<file path="config.mk">
export PLATFORM = sky130hd
export DESIGN_NAME = boot_loader
export DESIGN_NICKNAME = d
export VERILOG_FILES = /design/src/rtl/boot_loader.sv
export SDC_FILE = /design/constraint.sdc
export NUM_CORES = 1
export LEC_CHECK = 0
export BUFFER_PORTS_ARGS = -buffer_cell sky130_fd_sc_hd__buf_2
export CAP_MARGIN = 20
export CORE_MARGIN = 3
export CORE_UTILIZATION = 45
export CTS_CLUSTER_DIAMETER = 100
export DETAILED_ROUTE_END_ITERATION = 7
export PLACE_DENSITY = 0.74
export SLEW_MARGIN = 5
export SYNTH_ARGS = -nofsm -noshare
export SYNTH_HDL_FRONTEND = slang
export SYNTH_SLANG_ARGS = --single-unit
</file>
<file path="constraint.sdc">
create_clock -name clk -period 6.16 [get_ports clk]
set_input_delay 0.616 -clock clk [delete_from_list [all_inputs] [get_ports clk]]
set_output_delay 0.616 -clock clk [all_outputs]
set_load 0.01 [all_outputs]
</file>
<file path="src/rtl/boot_loader.sv">
// boot_loader: pops a length-prefixed image from the UART RX FIFO into RAM
// starting at word 0, then releases the CPU and hands it the RAM port.
module boot_loader #(
  parameter int NUM_WORDS = 3584
) (
  input  logic        clk,
  input  logic        reset,
  input  logic        rx_empty,
  input  logic [7:0]  uart_rdata,
  output logic        rd_uart,
  input  logic [29:0] cpu_addr,
  input  logic [31:0] cpu_wdata,
  input  logic        cpu_re,
  input  logic [3:0]  cpu_we,
  output logic [29:0] ram_addr,
  output logic [31:0] ram_wdata,
  output logic        ram_re,
  output logic [3:0]  ram_we,
  output logic        cpu_reset,
  output logic        loaded,
  output logic        error
);

  typedef enum logic [2:0] {HDR, DATA, WR, RUN, ERR} state_t;

  state_t      state, state_nx;
  logic [1:0]  byte_cnt;
  logic [29:0] waddr;
  logic [29:0] waddr_inc;
  logic [31:0] len_q;
  logic [31:0] word_q;
  logic [31:0] len_full;
  logic        pop;
  logic        last_byte;

  // Only the collecting states consume bytes; reset wins over a pending pop.
  assign pop       = ((state == HDR) || (state == DATA)) && !rx_empty && !reset;
  assign rd_uart   = pop;
  assign last_byte = pop && (byte_cnt == 2'd3);
  assign waddr_inc = waddr + 30'd1;
  // Length as it will be once the top byte lands; lets HDR decide on the same edge.
  assign len_full  = {uart_rdata, len_q[23:0]};

  // State register plus byte/word/length datapath.
  always_ff @(posedge clk) begin
    if (reset) begin
      state    <= HDR;
      byte_cnt <= 2'd0;
      waddr    <= 30'd0;
      len_q    <= 32'd0;
      word_q   <= 32'd0;
    end else begin
      state <= state_nx;
      if (pop) begin
        byte_cnt <= byte_cnt + 2'd1;
        if (state == HDR) len_q[{byte_cnt, 3'b000} +: 8]  <= uart_rdata;
        else              word_q[{byte_cnt, 3'b000} +: 8] <= uart_rdata;
      end
      if (state == WR) waddr <= waddr_inc;
    end
  end

  // Next state and RAM-port / CPU-control outputs.
  always_comb begin
    state_nx  = state;
    ram_addr  = waddr;
    ram_wdata = word_q;
    ram_re    = 1'b0;
    ram_we    = 4'b0000;
    cpu_reset = 1'b1;
    loaded    = 1'b0;
    error     = 1'b0;
    case (state)
      HDR: begin
        if (last_byte) begin
          if (len_full == 32'd0)                 state_nx = RUN;
          else if (len_full > 32'(NUM_WORDS))    state_nx = ERR;
          else                                   state_nx = DATA;
        end
      end
      DATA: begin
        if (last_byte) state_nx = WR;
      end
      WR: begin
        ram_we = 4'b1111;
        // Length is 32 bits; zero-extend the address so the compare is exact.
        if ({2'b00, waddr_inc} == len_q) state_nx = RUN;
        else                             state_nx = DATA;
      end
      RUN: begin
        ram_addr  = cpu_addr;
        ram_wdata = cpu_wdata;
        ram_re    = cpu_re;
        ram_we    = cpu_we;
        cpu_reset = 1'b0;
        loaded    = 1'b1;
      end
      ERR: begin
        error = 1'b1;
      end
      default: state_nx = HDR;
    endcase
  end

endmodule
</file>
==> results of run 1 <==
-- registers in the layout (all words and copies together) (netlist names) --
name	cells
waddr	30
word_q	32
state	3
len_q	32
byte_cnt	2
-- how the worst min path moves through the flow --
stage / slack, ns / depth (start not counted) / end
4_1_cts: 0.46 / 2 / word_q[6]$_SDFFE_PP0P_
6_report: 0.46 / 2 / word_q[6]$_SDFFE_PP0P_
2_1_floorplan: 0.43 / 2 / len_q[31]$_SDFFE_PP0P_
3_5_place_dp: 0.45 / 2 / len_q[30]$_SDFFE_PP0P_
3_3_place_gp: 0.44 / 2 / len_q[30]$_SDFFE_PP0P_
5_1_grt: 0.49 / 2 / word_q[7]$_SDFFE_PP0P_
-- power by group --
part	leakage (uW)	total, uW	switching, uW	internal [uW]
Sequential	0.000798	649	5.86	643
Combinational	0.00203	108	70.2	37.9
Clock	0.000150	586	264	322
Total	0.00298	1340	340	1000
-- Yosys cell counts (10+ instances only) --
master    count  area, um^2
nor2_1       69       259.0
nand2b_1     12       75.07
inv_1        10       37.54
a21oi_1      79       395.4
nand2_1     264       991.0
xnor2_1      40       350.3
xor2_1       25       219.0
or3_1        34       212.7
clkbuf_1     59       221.5
nor4_1       20       125.1
o21ai_0      14       70.07
nor3_1       42       210.2
nand3_1      25       125.1
dfxtp_1      99        1982
nand4_1      16       100.1
-- area by class of cell --
type / instances / area, um^2
Inverter: 10 / 37.54
Sequential cell: 99 / 1982
Multi-Input combinational cell: 697 / 3612
Clock inverter: 7 / 82.58
Timing Repair Buffer: 153 / 798.3
Clock buffer: 9 / 225.2
Fill cell: 1276 / 5718
Tap cell: 172 / 215.2
-- worst min-delay path, delay by kind of cell (launching register included) --
kind             cells  cell delay, ns
flip-flops           1            0.31
AO/OA/AOI/OAI        1            0.05
AND/OR/NAND/NOR      1            0.05
-- cell usage in the layout (no fill, tap or decap), types with 2 or more instances in the layout --
cell type / instances
nand2_1: 264
nand4_1: 16
or2_2: 2
and3_1: 4
nor3b_1: 3
and4_1: 2
nor2b_1: 3
o21a_1: 2
nor3_1: 42
xnor2_1: 40
a21oi_1: 79
nor4_1: 20
or3_1: 34
inv_1: 9
and2_1: 4
ha_1: 7
nor2_1: 69
xor2_1: 25
nand2b_1: 12
or4_1: 4
clkbuf_16: 9
a211oi_1: 2
buf_2: 148
nand3_1: 25
buf_4: 4
a31oi_1: 2
inv_8: 2
o211ai_1: 3
o21ai_0: 14
dfxtp_1: 99
o31ai_1: 2
-- stage by stage --
step,utilization [%],hold slack (ns),area [um^2]
after floorplan,-,0.4313,5868
after global placement,52.23,0.4431,6618
after detailed placement,52.23,0.4491,6618
after CTS,54.66,0.4595,6925
after global routing,54.87,0.4856,6953
final,54.87,0.4561,6953
-- routing by layer --
metal | part of all wire (%) | GRT usage [%] | vias up
met5 | 0 | 0 | -
met4 | 2.2 | 6.586 | 0
met3 | 5.8 | 3.555 | 28
met2 | 47 | 36.64 | 202
met1 | 45 | 29.56 | 2746
li1 | - | - | 3122
-- cells by family after synthesis --
group / Yosys count / synth area share [%]
flops: 99 / 33.77
fa+ha+maj: 7 / 1.492
buf+inv: 72 / 4.669
xor+xnor: 65 / 9.702
compound gates: 114 / 10.90
mux: 1 / 0.1706
simple gates: 510 / 39.30
==> metrics, run 1 <==
status finished, final reports clean; critical path's most frequent cell nand2_1; worst skew pair latency 0.35 ns; Final min period 3.330 ns; Setup WS pre-CTS 2.981 ns; core box area 12,670 um^2; I/O Pins 149; Achievable Freq 0.3003 GHz; clock slew at reported path FFs 0.07 ns; worst path required time 5.54 ns; CP bufs+invs 5; CTS root buffer clkbuf_16; power density over the cells 193.2 nW/um^2; hold_buf cts 0; synth unique cells 46; post-cts sizing count 0; Global Route Usage Sum 22.04%; Primary FF master, synth dfxtp_1; Placed Instances 1,130; worst r2r src waddr[0]$_SDFFE_PP0P_; PortBufs 148; Fin. Hold Viols 0; HP Start word_q[6]$_SDFFE_PP0P_; height of the die 120.2 um; Worst EP arrival 2.71 ns; CTS sink cnt 99; share of layout cells above drive strength 1 18.05%; fin worst setup slack 2.831 ns; Synth Cell Area 5868 um^2; RePlAce Congestion 0.8903; worst slew pin tran 1.035 ns; Post-synth EDFFs 0; period utilization 54.05%; R2R depth 7; Largest delay share family, worst path buffers and inverters; number of synthesized register bits 99; cell count along the critical path 8; RSZ-0062 raised after global routing no; Setup crit end ram_addr[6]; setup TNS 0 ns; CTS tree built; full die area 14,450 um^2; CP peak stage delay 0.56 ns; DRC viols 0; CTS H-tree depth 3; critical path capture point type output pin; WL/cell 14.08 um; post-DP HPWL 11.47 mm; Worst Setup SP state[0]$_SDFFE_PP0P_; Setup Buffers After CTS 0; mean post-synth cell area 6.761 um^2; worst hold path class reg2reg; reg2reg setup slack 3.05 ns; largest net degree at the start of global routing 100; Final Non-Filler Cells 1,147; total chip power 1343 uW; initial antenna violation count 0; Syn Inst Count 868; max_cap viols 0; Final #Nets 1,055; Routed Wire Length 16.15 mm; vias per inst 5.316; crit-path cells inv_1, or2_2, buf_4, inv_2, buf_16, nand2_1, nand2_1, buf_2; peak supply drop 0.1405 mV; remaining global-route overflow 0; Slew headroom 31.00%; Clock Skew 0.008667 ns; DRT iter0 DRCs 333; Syn Nets 953; clock buffers created by TritonCTS 9; post-synthesis sequential area ratio 33.77%; vias 6,098; Max Slew Vio Count 0; vias in the first global route 5,391; first-pass GRT wire length 26.30 mm; Slowest cell on crit path dfxtp_1; synth-to-layout area growth 18.49%; row count 41; yosys warns 0; post-synthesis async set-or-reset flop share 0%; reg2reg end state[1]$_SDFFE_PP0P_; Lkg Pwr 0.002981 uW; clock buffer depth 2; Critical Path Start Type register; n_diodes 0; 1st-pass router iterations 7; initial core utilization 46.31%; die span in x 120.2 um; crit-path max FO 62; final setup fails 0; Antenna Nets Post-Route 0; Setup CP Type reg2out
No activity file was read; power rests on OpenSTA's default activity.
==> run 2: changes to the inputs <==
==> constraint.sdc (replaced) <==
create_clock -name clk -period 3.2 [get_ports clk]
set_input_delay 0.32 -clock clk [delete_from_list [all_inputs] [get_ports clk]]
set_output_delay 0.32 -clock clk [all_outputs]
set_load 0.01 [all_outputs]
==> run 2 against run 1 <==
Effect of this change:
- clock power rose by 93%
- via count rose by 0.41%
- non-clock buffer count up 16
- wire length grew 1.5%
- clock skew is 0.00077 ns higher
- combinational power is 91% higher
- design area rose by 1.5%
- die area unchanged
- total power increased by 93%
- sequential power is 93% higher
- utilization increased by 0.81 points
- critical path depth down 1
- critical endpoint is now state[1]$_SDFFE_PP0P_
==> metrics, run 2 (synthesis gave the netlist of run 1 again) <==
RSZ-0062 raised after global routing no; Setup WS pre-CTS 0.4002 ns (-2.581 ns); Setup Buffers After CTS 0 (unchanged); power density over the cells 367.3 nW/um^2 (+90%); period utilization 87.64%; Critical Path Start Type register; PortBufs 148 (unchanged); max_cap viols 0 (unchanged); reg2reg end state[1]$_SDFFE_PP0P_; Final #Nets 1,071 (+1.5%); DRC viols 0 (unchanged); CTS H-tree depth 3 (unchanged); clock slew at reported path FFs 0.08 ns (about the same); Slowest cell on crit path or4_1; Worst EP arrival 3.10 ns (+0.39 ns); Max Slew Vio Count 0 (unchanged); worst hold path class in2reg; status finished, final reports clean; reg2reg setup slack 0.40 ns (-2.65 ns); worst path required time 3.50 ns (-2.04 ns); Clock Skew 0.009437 ns (+0.0007704 ns); Slew headroom 33.44% (+2.4 points); peak supply drop 0.2565 mV (+83%); Largest delay share family, worst path simple AND/OR/NAND/NOR gates; hold_buf cts 0 (unchanged); HP Start uart_rdata[1]; vias per inst 5.265 (-0.97%); full die area 14,450 um^2 (unchanged); synth-to-layout area growth 20.23%; CTS root buffer clkbuf_16; Achievable Freq 0.3566 GHz; die span in x 120.2 um (unchanged); RePlAce Congestion 0.9500 (+6.7%); Fin. Hold Viols 0 (unchanged); vias in the first global route 5,516 (+2.3%); leading registers by flop count len_q (32), word_q (32), waddr (30); fin worst setup slack 0.3956 ns (-2.435 ns); n_diodes 0 (unchanged); 1st-pass router iterations 5 (-2); worst slew pin tran 0.9984 ns (-0.03668 ns); core box area 12,670 um^2 (unchanged); final setup fails 0 (unchanged); CP peak stage delay 0.49 ns (-0.07 ns); largest net degree at the start of global routing 98 (-2.0%); worst r2r src state[0]$_SDFFE_PP0P_; remaining global-route overflow 0 (unchanged); crit-path max FO 12 (-81%); share of layout cells above drive strength 1 19.37% (+1.3 points); height of the die 120.2 um (unchanged); row count 41 (unchanged); Antenna Nets Post-Route 0 (unchanged); worst skew pair latency 0.35 ns (about the same); setup TNS 0 ns (unchanged); R2R depth 7 (unchanged); vias 6,123 (+0.41%); crit-path cells or3b_4, or4_1, a2111oi_2, nand3_1, or4_1, nor4_1, a31o_1; post-DP HPWL 12.16 mm (+6.0%); most frequent cells in the layout nand2_1 (264), buf_2 (148), dfxtp_1 (99); clock buffer depth 2 (unchanged); Routed Wire Length 16.39 mm (+1.5%); most common cell after layout, fill and taps aside nand2_1; initial antenna violation count 0 (unchanged); Global Route Usage Sum 22.95% (+0.92 points); Setup CP Type reg2reg; Final min period 2.804 ns; first-pass GRT wire length 26.97 mm (+2.5%); CTS tree built; post-cts sizing count 0 (unchanged); DRT iter0 DRCs 442 (+33%); critical path capture point type register; hold path endpoint len_q[1]$_SDFFE_PP0P_; CP bufs+invs 0 (-5); critical path's most frequent cell or4_1; WL/cell 14.09 um (about the same); GRT busiest layer met2; clock buffers created by TritonCTS 9 (unchanged); met3 GRT Util 5.566% (+2.0 points); GR Util met2 37.90% (+1.3 points); I/O Pins 149 (unchanged); CTS sink cnt 99 (unchanged); initial core utilization 46.31% (unchanged); hold path cells 3 (+1); Lkg Pwr 0.003053 uW (+2.4%); M1 GR Usage 29.63% (+0.073 points)
## run 2: cell count changes in the layout (fill, tap and decap cells not counted)
| cell | change |
|---|---|
| inv_6 | +1 |
| inv_8 | -2 |
| buf_16 | -1 |
| buf_4 | +17 |
| clkinv_8 | +1 |
## run 2: per-stage QoR
step	hold slack, ns	utilization, %	total power [uW]	instance area (um^2)	std cells
after detailed placement	0.4496	53.23	1482	6745	1147
after global routing	0.2527	55.68	2677	7056	1163
final	0.2613	55.68	2591	7056	1163
after CTS	0.2531	55.68	2609	7056	1163
after floorplan	0.4313	-	1385	5868	868
after global placement	0.4458	53.23	1481	6745	1147
## run 2: how the worst max path moves through the flow
stage / cells after the start / start / end / slack [ns]
3_5_place_dp: 7 / state[0]$_SDFFE_PP0P_ / state[1]$_SDFFE_PP0P_ / 0.40
5_1_grt: 7 / state[0]$_SDFFE_PP0P_ / state[1]$_SDFFE_PP0P_ / 0.18
2_1_floorplan: 9 / waddr[3]$_SDFFE_PP0P_ / state[1]$_SDFFE_PP0P_ / 0.46
3_3_place_gp: 7 / state[0]$_SDFFE_PP0P_ / state[1]$_SDFFE_PP0P_ / 0.41
6_report: 7 / state[0]$_SDFFE_PP0P_ / state[1]$_SDFFE_PP0P_ / 0.40
4_1_cts: 7 / state[0]$_SDFFE_PP0P_ / state[1]$_SDFFE_PP0P_ / 0.38
## run 2: where the power goes
part | internal [uW] | leakage, uW | total, uW | switching (uW)
registers | 1240 | 0.000798 | 1250 | 12.8
clock network | 619 | 0.000149 | 1130 | 516
logic | 72.9 | 0.00211 | 206 | 133
total | 1930 | 0.00305 | 2590 | 661
## run 2: area by class of cell
type                            instances  area [um^2]
Clock buffer                            9        225.2
Sequential cell                        99         1982
Fill cell                            1248         5615
Tap cell                              172        215.2
Timing Repair Buffer                  169        898.4
Inverter                               10        37.54
Multi-Input combinational cell        697         3612
Clock inverter                          7        85.08
## run 2: worst min-delay path, delay by kind of cell
family,cells,cell delay (ns)
AND/OR/NAND/NOR,1,0.07
AO/OA/AOI/OAI,1,0.05
buffers and inverters,1,0.13
## run 2: layer usage
| metal | up-vias | part of all wire (%) |
|---|---|---|
| met5 | - | 0 |
| met4 | 0 | 2.3 |
| met3 | 36 | 7.4 |
| met2 | 213 | 47 |
| met1 | 2733 | 44 |
| li1 | 3141 | - |
